`src/rtl/arb_pkg.sv`:
```
// Shared types and the rotating-priority winner search
// for the eight-way bus arbiter.
package arb_pkg;

    typedef enum logic {IDLE, BUSY} arb_state_t;

    localparam int NUM_REQ = 8;
    localparam int IDX_W   = 3;

    // Scan ptr+1, ptr+2, ... mod 8 and return the first requester found.
    function automatic logic [IDX_W-1:0] rr_pick(
        input logic [NUM_REQ-1:0] req,
        input logic [IDX_W-1:0]   ptr
    );
        logic [IDX_W-1:0] idx;
        logic             found;
        rr_pick = ptr;
        found   = 1'b0;
        for (int i = 1; i <= NUM_REQ; i++) begin
            idx = ptr + IDX_W'(i);
            if (!found && req[idx]) begin
                rr_pick = idx;
                found   = 1'b1;
            end
        end
    endfunction

endpackage

```
`src/rtl/mux8.sv`:
```
// Eight-input data multiplexer steering the current owner's
// data onto the shared output channel.
module mux8 #(
    parameter int W = 8
) (
    input  logic [W-1:0] d0,
    input  logic [W-1:0] d1,
    input  logic [W-1:0] d2,
    input  logic [W-1:0] d3,
    input  logic [W-1:0] d4,
    input  logic [W-1:0] d5,
    input  logic [W-1:0] d6,
    input  logic [W-1:0] d7,
    input  logic [2:0]   s,
    output logic [W-1:0] y
);

    always_comb begin
        y = d0;
        unique case (s)
            3'd0: y = d0;
            3'd1: y = d1;
            3'd2: y = d2;
            3'd3: y = d3;
            3'd4: y = d4;
            3'd5: y = d5;
            3'd6: y = d6;
            3'd7: y = d7;
            default: y = d0;
        endcase
    end

endmodule

```
`src/rtl/bus_arbiter8.sv`:
```
// Round-robin arbiter granting bounded bursts from eight requesters
// onto one valid/ready output channel.
module bus_arbiter8
    import arb_pkg::*;
#(
    parameter int W         = 8,
    parameter int MAX_BURST = 4
) (
    input  logic               clock,
    input  logic               reset_L,
    input  logic [NUM_REQ-1:0] req,
    input  logic [W-1:0]       in0,
    input  logic [W-1:0]       in1,
    input  logic [W-1:0]       in2,
    input  logic [W-1:0]       in3,
    input  logic [W-1:0]       in4,
    input  logic [W-1:0]       in5,
    input  logic [W-1:0]       in6,
    input  logic [W-1:0]       in7,
    input  logic               out_ready,
    output logic [NUM_REQ-1:0] grant,
    output logic [IDX_W-1:0]   sel,
    output logic [W-1:0]       out,
    output logic               out_valid,
    output logic [NUM_REQ-1:0] ack
);

    localparam logic [7:0] LAST = 8'(MAX_BURST - 1);

    arb_state_t         state_q, state_d;
    logic [NUM_REQ-1:0] grant_q, grant_d;
    logic [IDX_W-1:0]   sel_q, sel_d;
    logic [IDX_W-1:0]   ptr_q, ptr_d;
    logic [7:0]         count_q, count_d;
    logic [IDX_W-1:0]   win;
    logic               accept;

    assign win       = rr_pick(req, ptr_q);
    assign out_valid = (state_q == BUSY) && req[sel_q];
    assign accept    = out_valid && out_ready;
    assign ack       = accept ? grant_q : '0;
    assign grant     = grant_q;
    assign sel       = sel_q;

    always_comb begin
        state_d = state_q;
        grant_d = grant_q;
        sel_d   = sel_q;
        ptr_d   = ptr_q;
        count_d = count_q;
        unique case (state_q)
            IDLE: begin
                if (|req) begin
                    state_d = BUSY;
                    grant_d = NUM_REQ'(1) << win;
                    sel_d   = win;
                    ptr_d   = win;
                    count_d = '0;
                end
            end
            BUSY: begin
                // A final beat coinciding with a req drop releases only once.
                if (!req[sel_q] || (accept && count_q == LAST)) begin
                    state_d = IDLE;
                    grant_d = '0;
                    count_d = '0;
                end else if (accept) begin
                    count_d = count_q + 8'd1;
                end
            end
            default: state_d = IDLE;
        endcase
    end

    always_ff @(posedge clock) begin
        if (!reset_L) begin
            state_q <= IDLE;
            grant_q <= '0;
            sel_q   <= '0;
            ptr_q   <= IDX_W'(NUM_REQ - 1);
            count_q <= '0;
        end else begin
            state_q <= state_d;
            grant_q <= grant_d;
            sel_q   <= sel_d;
            ptr_q   <= ptr_d;
            count_q <= count_d;
        end
    end

    mux8 #(.W(W)) u_mux (
        .d0(in0), .d1(in1), .d2(in2), .d3(in3),
        .d4(in4), .d5(in5), .d6(in6), .d7(in7),
        .s (sel_q),
        .y (out)
    );

endmodule

```
`config.mk`:
```
export PLATFORM = sky130hd
export DESIGN_NAME = bus_arbiter8
export DESIGN_NICKNAME = d
export VERILOG_FILES = /design/src/rtl/arb_pkg.sv /design/src/rtl/mux8.sv /design/src/rtl/bus_arbiter8.sv
export SDC_FILE = /design/constraint.sdc
export NUM_CORES = 1
export LEC_CHECK = 0
export CORE_MARGIN = 2
export CORE_UTILIZATION = 25
export CTS_CLUSTER_DIAMETER = 100
export DETAILED_ROUTE_END_ITERATION = 7
export PLACE_DENSITY = 0.61
export SLEW_MARGIN = 10
export SYNTH_ARGS = -nofsm -noshare
export SYNTH_HDL_FRONTEND = slang
export SYNTH_SLANG_ARGS = --single-unit
```
`constraint.sdc`:
```
create_clock -name clock -period 4.8 [get_ports clock]
set_input_delay 1.2 -clock clock [delete_from_list [all_inputs] [get_ports clock]]
set_output_delay 1.2 -clock clock [all_outputs]
set_load 0.05 [all_outputs]
```
==> impl_metrics.env, run 1 <==
export IMPL_cts_clk_slew_worst_paths_ns=0.08
export IMPL_rsz0062_at_grt="false"
export IMPL_synth_top_family_by_area="multiplexers"
export IMPL_critical_path_class="primary input to output port"
export IMPL_drtIter0Drc=113
export IMPL_setup_viol=0
export IMPL_dr_pass1_iters=4
export IMPL_yosys_area_share_simple_pct=19.3
export IMPL_vias_per_cell=5.12
export IMPL_syn_area_per_cell_um2=8.12
export IMPL_yosys_warnings=0
export IMPL_status="completed"
export IMPL_yosys_area_share_adder_pct=1.40
export IMPL_antenna_found_initial=0
export IMPL_clockRootBuffer="clkbuf_8"
export IMPL_first_global_vias=2811
export IMPL_grt_max_degree=26
export IMPL_syn_cell_area_um2=2690
export IMPL_ctsResizeCount=0
export IMPL_gp_congestion=0.860
export IMPL_num_antenna_cells=0
export IMPL_synthFlopType="dfxtp_1"
export IMPL_synth_compound_area_share_pct=25.1
export IMPL_post_drt_wl_per_cell_um=14.4
export IMPL_power_density_cell_area_nw_per_um2=564
export IMPL_cp_top_family="simple AND/OR/NAND/NOR gates"
export IMPL_period_share_pct=93.8
export IMPL_hold_end="grant[7]$_SDFFE_PN0P_"
export IMPL_postRouteWirelength_um=8020
export IMPL_critPathSlowestCell="clkdlybuf4s50_1"
export IMPL_grtUsageTotal_pct=13.9
export IMPL_synth_seq_area_share_pct=17.1
export IMPL_r2r_start="ptr_q[1]$_SDFFE_PN1P_"
export IMPL_grt_pass1_wl_um=13400
export IMPL_cap_viol_max_count=0
export IMPL_synth_edff_count=0
export IMPL_whs_path_depth=2
export IMPL_leakage_nw=1.43
export IMPL_path_cells="clkdlybuf4s50_1 > mux4_2 > mux2i_1 > nand2b_1 > nor2_1 > and2_1 > buf_12"
export IMPL_dieWidth_um=108
export IMPL_dr_wl_met3_um=598
export IMPL_slowest_delay_ns=0.66
export IMPL_yosys_top_cells_area="dfxtp_1 (17%), mux4_2 (16%), mux2i_1 (7.8%)"
export IMPL_synthArstFlopShare_pct=0
export IMPL_tightestPinTransition_ns=0.732
export IMPL_synth_top_area_share_pct=17.1
export IMPL_path_buf_inv=2
export IMPL_vias=2854
export IMPL_cts_tree="built"
export IMPL_final_hold_violation_count=0
export IMPL_syn_num_nets=409
export IMPL_cts_buffer_depth=2
export IMPL_end_kind="output port"
export IMPL_vdd_ir_drop_max_v=0.000226
export IMPL_fillers=1102
export IMPL_h_tree_depth=1
export IMPL_drc_errors=0
export IMPL_fin_tns_setup_ns=0
export IMPL_postSynthCellCount=331
export IMPL_ys_ff_latch=23
export IMPL_clock_fmax_ghz=0.222
export IMPL_min_period_ns=4.50
export IMPL_dp_hpwl_um=6430
export IMPL_cts_hold_buf=0
export IMPL_die_h_um=108
export IMPL_critPathRequiredTime_ns=3.60
export IMPL_clock_latency_ns=0.26
export IMPL_skew_ns=0.00507
export IMPL_core_um2=10400
export IMPL_hold_path_startpoint="grant[7]$_SDFFE_PN0P_"
export IMPL_synth_xor_area_share_pct=3.86
export IMPL_postCtsSetupRepairBufs=0
export IMPL_port_buffers=102
export IMPL_antenna_left=0
export IMPL_grt_overflow_total=0
export IMPL_yosys_area_top_type="dfxtp_1"
export IMPL_initial_utilization_pct=25.9
export IMPL_crit_arrival_ns=3.30
export IMPL_power_mw=2.23
export IMPL_maxSlewHeadroom_pct=51.1
export IMPL_final_layout_size_suffix_gt1_share_pct=12.8
export IMPL_ios=103
export IMPL_wl_met2_um=3960
export IMPL_min_path_type="flip-flop to flip-flop"
export IMPL_synth_cell_types=57
export IMPL_r2r_end="grant[4]$_SDFFE_PN0P_"
export IMPL_setup_worst_path_start_class="primary input"
export IMPL_synthToLayoutAreaGrowth_pct=47.3
export IMPL_r2r_worst_path_cells=11
export IMPL_highest_layer="met4"
export IMPL_cts_sinks=23
export IMPL_layout_nets=500
export IMPL_synth_mux_area_share_pct=26.4
export IMPL_m1WireLength_um=3370
export IMPL_dieArea_um2=11600
export IMPL_slew_violations=0
export IMPL_cp_max_fo=11
export IMPL_cts_buffers=3
export IMPL_num_rows=37
export IMPL_r2r_slack_ns=0.92
## logic make-up after synthesis
group                      Yosys count
buffers and inverters               42
muxes                               46
and+or+nand+nor                    107
xor gates and xnor gates            11
AOI/OAI and AO/OA                   99
DFF                                 23
adders and majority gates            3
## worst max-delay path by stage
stage | start | end | slack [ns] | depth (start not counted)
2_1_floorplan | sel[1]$_SDFFE_PN0P_ | out[2] | 0.84 | 8
3_3_place_gp | req[4] | ack[6] | 0.35 | 7
3_5_place_dp | req[4] | ack[6] | 0.30 | 7
4_1_cts | req[4] | ack[6] | 0.29 | 7
5_1_grt | req[4] | ack[4] | 0.10 | 7
6_report | req[4] | ack[6] | 0.30 | 7
## cell usage after synthesis (3+ instances only)
master	n
a21boi_0	4
a21oi_1	22
a22o_1	7
a22oi_1	6
a31oi_1	5
and2_1	8
buf_2	10
clkbuf_1	13
dfxtp_1	23
ha_1	3
inv_1	14
mux2_2	4
mux2i_1	21
mux4_2	19
nand2_1	23
nand3_1	13
nor2_1	31
nor2b_1	12
nor3_1	6
o211ai_1	4
o21ai_0	23
o221ai_1	3
o22ai_1	3
o31ai_1	3
xnor2_1	3
xor2_1	7
## metrics by stage
step                      instances  utilization, %  setup slack, ns  hold slack [ns]  cell area (µm²)
after detailed placement        553            37.7            0.297            0.467             3910
after global placement          553            37.7            0.348            0.461             3910
final                           557            38.2            0.298            0.475             3960
after global routing            557            38.2            0.103            0.513             3960
after floorplan                 331               -            0.836            0.480             2690
after CTS                       557            38.2            0.293            0.478             3960
## worst min-delay path, delay by kind of cell (launching register included)
family | cells | cell delay, ns
DFF | 1 | 0.32
and+or+nand+nor | 1 | 0.05
AOI/OAI and AO/OA | 1 | 0.05
## metal layers
layer | global-route usage (%) | vias to the layer above
met2 | 25.2 | 105
met4 | 2.38 | 0
met5 | 0 | -
met1 | 16.8 | 1324
met3 | 3.39 | 6
li1 | - | 1419
## flip-flops by register name, summed over array words and instances (netlist names)
signal and flops:
grant 8, count_q 8, sel 3, state_q 1, ptr_q 3
## cell usage in the layout, fill, tap and decap left out, drive strengths merged, types with 12 or more instances in the layout
| master | Yosys | layout |
|---|---|---|
| mux2i | 23 | 23 |
| a21oi | 22 | 22 |
| nand3 | 13 | 13 |
| buf | 14 | 20 |
| o21ai | 24 | 24 |
| dfxtp | 23 | 23 |
| inv | 14 | 14 |
| nor2b | 12 | 12 |
| nor2 | 31 | 31 |
| mux4 | 19 | 19 |
| nand2 | 23 | 23 |
| clkdlybuf4s50 | 0 | 93 |
## report_power, final
group	switching [mW]	total, mW	leakage (nW)	internal [mW]
clock	0.0599	0.119	0.0228	0.0592
combinational	1.05	1.80	1.22	0.756
sequential	0.0744	0.310	0.188	0.236
## cell type report
cell class / instances / area (µm²) / share of cell area, %
inverter: 15 / 56.3 / 1.42
tap: 136 / 170 / 4.30
sequential: 23 / 460 / 11.6
clock buffer: 4 / 45.0 / 1.14
timing repair buffer: 113 / 1180 / 29.8
multi-input combinational: 266 / 2050 / 51.7
(Power assumes the default switching activity.)
==> run 2: changes to the inputs <==
--- a/config.mk
+++ b/config.mk
@@ -5,6 +5,7 @@
 export SDC_FILE = /design/constraint.sdc
 export NUM_CORES = 1
 export LEC_CHECK = 0
+export CORE_ASPECT_RATIO = 0.5
 export CORE_MARGIN = 2
 export CORE_UTILIZATION = 25
 export CTS_CLUSTER_DIAMETER = 100
==> run 2 against run 1 <==
Compared with the run above: clock-buffer cell count decreased by 1; first-iteration DRC count increased by 26%; clock power up 50%; register-to-register slack better by 0.21 ns; utilization up 0.84 points; global-route usage down 0.13 points; combinational power about the same; final cell count grew 1.6%; non-clock buffer count rose by 5; power up 3.5%; critical path type unchanged; largest cell class unchanged.
==> impl_metrics.env, run 2 (synthesized netlist as in run 1, its figures left out) <==
export IMPL_status="completed"
export IMPL_cts_buffer_depth=2
export IMPL_dieArea_um2=11600
export IMPL_fillers=1058
export IMPL_dp_hpwl_um=6470
export IMPL_r2r_worst_path_cells=12
export IMPL_power_density_cell_area_nw_per_um2=572
export IMPL_crit_arrival_ns=3.30
export IMPL_period_share_pct=93.8
export IMPL_antenna_found_initial=0
export IMPL_rsz0062_at_grt="false"
export IMPL_cts_hold_buf=0
export IMPL_final_cell_mix="clkdlybuf4s50_1 (93), nor2_1 (31), nand2_1 (23), o21ai_0 (23), dfxtp_1 (23)"
export IMPL_end_kind="output port"
export IMPL_fin_tns_setup_ns=0
export IMPL_grt_pass1_wl_um=13400
export IMPL_fin_cells=566
export IMPL_drtIter0Drc=142
export IMPL_r2r_start="ptr_q[1]$_SDFFE_PN1P_"
export IMPL_postRouteWirelength_um=8060
export IMPL_num_antenna_cells=0
export IMPL_skew_ns=0.00156
export IMPL_ios=103
export IMPL_clock_latency_ns=0.25
export IMPL_min_period_ns=4.50
export IMPL_grt_overflow_total=0
export IMPL_final_common_cell="clkdlybuf4s50_1"
export IMPL_crit_top_cell="clkdlybuf4s50_1"
export IMPL_port_buffers=102
export IMPL_first_global_vias=2667
export IMPL_die_h_um=77.3
export IMPL_cts_sinks=23
export IMPL_tightestPinTransition_ns=0.730
export IMPL_ctsResizeCount=0
export IMPL_clock_fmax_ghz=0.222
export IMPL_dieWidth_um=151
export IMPL_critPathSlowestCell="clkdlybuf4s50_1"
export IMPL_setup_viol=0
export IMPL_slew_violations=0
export IMPL_drc_errors=0
export IMPL_post_drt_wl_per_cell_um=14.2
export IMPL_setup_worst_path_start_class="primary input"
export IMPL_hold_path_startpoint="grant[7]$_SDFFE_PN0P_"
export IMPL_leakage_nw=1.48
export IMPL_grtUsageTotal_pct=13.8
export IMPL_path_cells="clkdlybuf4s50_1 > mux2i_1 > nor2_1 > a31oi_1 > a21oi_1 > o21ai_0 > nand2_1 > clkdlybuf4s50_1"
export IMPL_antenna_left=0
export IMPL_final_hold_violation_count=0
export IMPL_cp_max_fo=2
export IMPL_h_tree_depth=1
export IMPL_r2r_end="grant[4]$_SDFFE_PN0P_"
export IMPL_critical_path_class="primary input to output port"
export IMPL_synthToLayoutAreaGrowth_pct=50.2
export IMPL_vdd_ir_drop_max_v=0.000240
export IMPL_critPathRequiredTime_ns=3.60
export IMPL_slowest_delay_ns=0.80
export IMPL_core_um2=10300
export IMPL_layout_nets=505
export IMPL_postCtsSetupRepairBufs=0
export IMPL_cts_clk_slew_worst_paths_ns=0.06
export IMPL_maxSlewHeadroom_pct=51.3
export IMPL_placed_cells=562
export IMPL_initial_utilization_pct=26.0
export IMPL_hold_end="grant[7]$_SDFFE_PN0P_"
export IMPL_cap_viol_max_count=0
export IMPL_cts_tree="built"
export IMPL_clockRootBuffer="clkbuf_16"
export IMPL_dr_pass1_iters=4
export IMPL_power_mw=2.31
export IMPL_final_layout_size_suffix_gt1_share_pct=14.1
export IMPL_r2r_slack_ns=1.13
export IMPL_num_rows=26
export IMPL_grt_max_degree=26
export IMPL_vias=2845
export IMPL_cts_buffers=3
export IMPL_whs_path_depth=2
export IMPL_gp_congestion=0.812
export IMPL_min_path_type="flip-flop to flip-flop"
export IMPL_vias_per_cell=5.03
## run 2: changes by cell type in the layout (fill, tap and decap cells not counted), sizes merged
cell,delta
clkinv,+1
buf,+5
clkbuf,-1
## run 2: power breakdown
part	leakage, nW	internal, mW	switching [mW]
Clock	0.0409	0.112	0.0674
Sequential	0.188	0.236	0.0792
Combinational	1.25	0.762	1.05
Total	1.48	1.11	1.20
## run 2: through the flow
step	hold slack, ns	worst slack (ns)	instance area, µm²	utilization [%]
floorplan	0.480	0.836	2690	-
global placement	0.464	0.391	3960	38.2
detailed placement	0.467	0.351	3960	38.2
CTS	0.476	0.338	4040	39.0
global route	0.499	0.252	4040	39.0
finish	0.469	0.299	4040	39.0
## run 2: layout make-up
type	instances	area (µm²)	area share (%)
flip-flops and latches	23	460	11.4
well taps	140	175	4.34
inverters	15	56.3	1.39
repair buffers	118	1220	30.2
clock buffers	3	75.1	1.86
clock inverters	1	5.00	0.124
multi-input cells	266	2050	50.7
## run 2: worst max-delay path by stage
stage / startpoint / to / slack [ns] / cells past startpoint
final: in6[0] / out[0] / 0.30 / 8
after global routing: in6[0] / out[0] / 0.25 / 8
after CTS: in4[0] / out[0] / 0.34 / 8
after detailed placement: in4[0] / out[0] / 0.35 / 8
after global placement: in6[0] / out[0] / 0.39 / 8
after floorplan: sel[1]$_SDFFE_PN0P_ / out[2] / 0.84 / 8
## run 2: metal layers
layer	vias up	wire, µm	track usage [%]	part of all wire [%]
met5	-	0	0	0
met4	0	0	0.841	0
met3	0	388	1.49	4.8
met2	79	3760	22.4	47
met1	1334	3920	20.5	49
li1	1432	-	-	-
## run 2: critical path: cells and delay by family
family                 cells  cell delay (ns)
muxes                      1             0.08
AOI/OAI and AO/OA          3             0.54
and+or+nand+nor            2             0.20
buffers and inverters      2             1.27
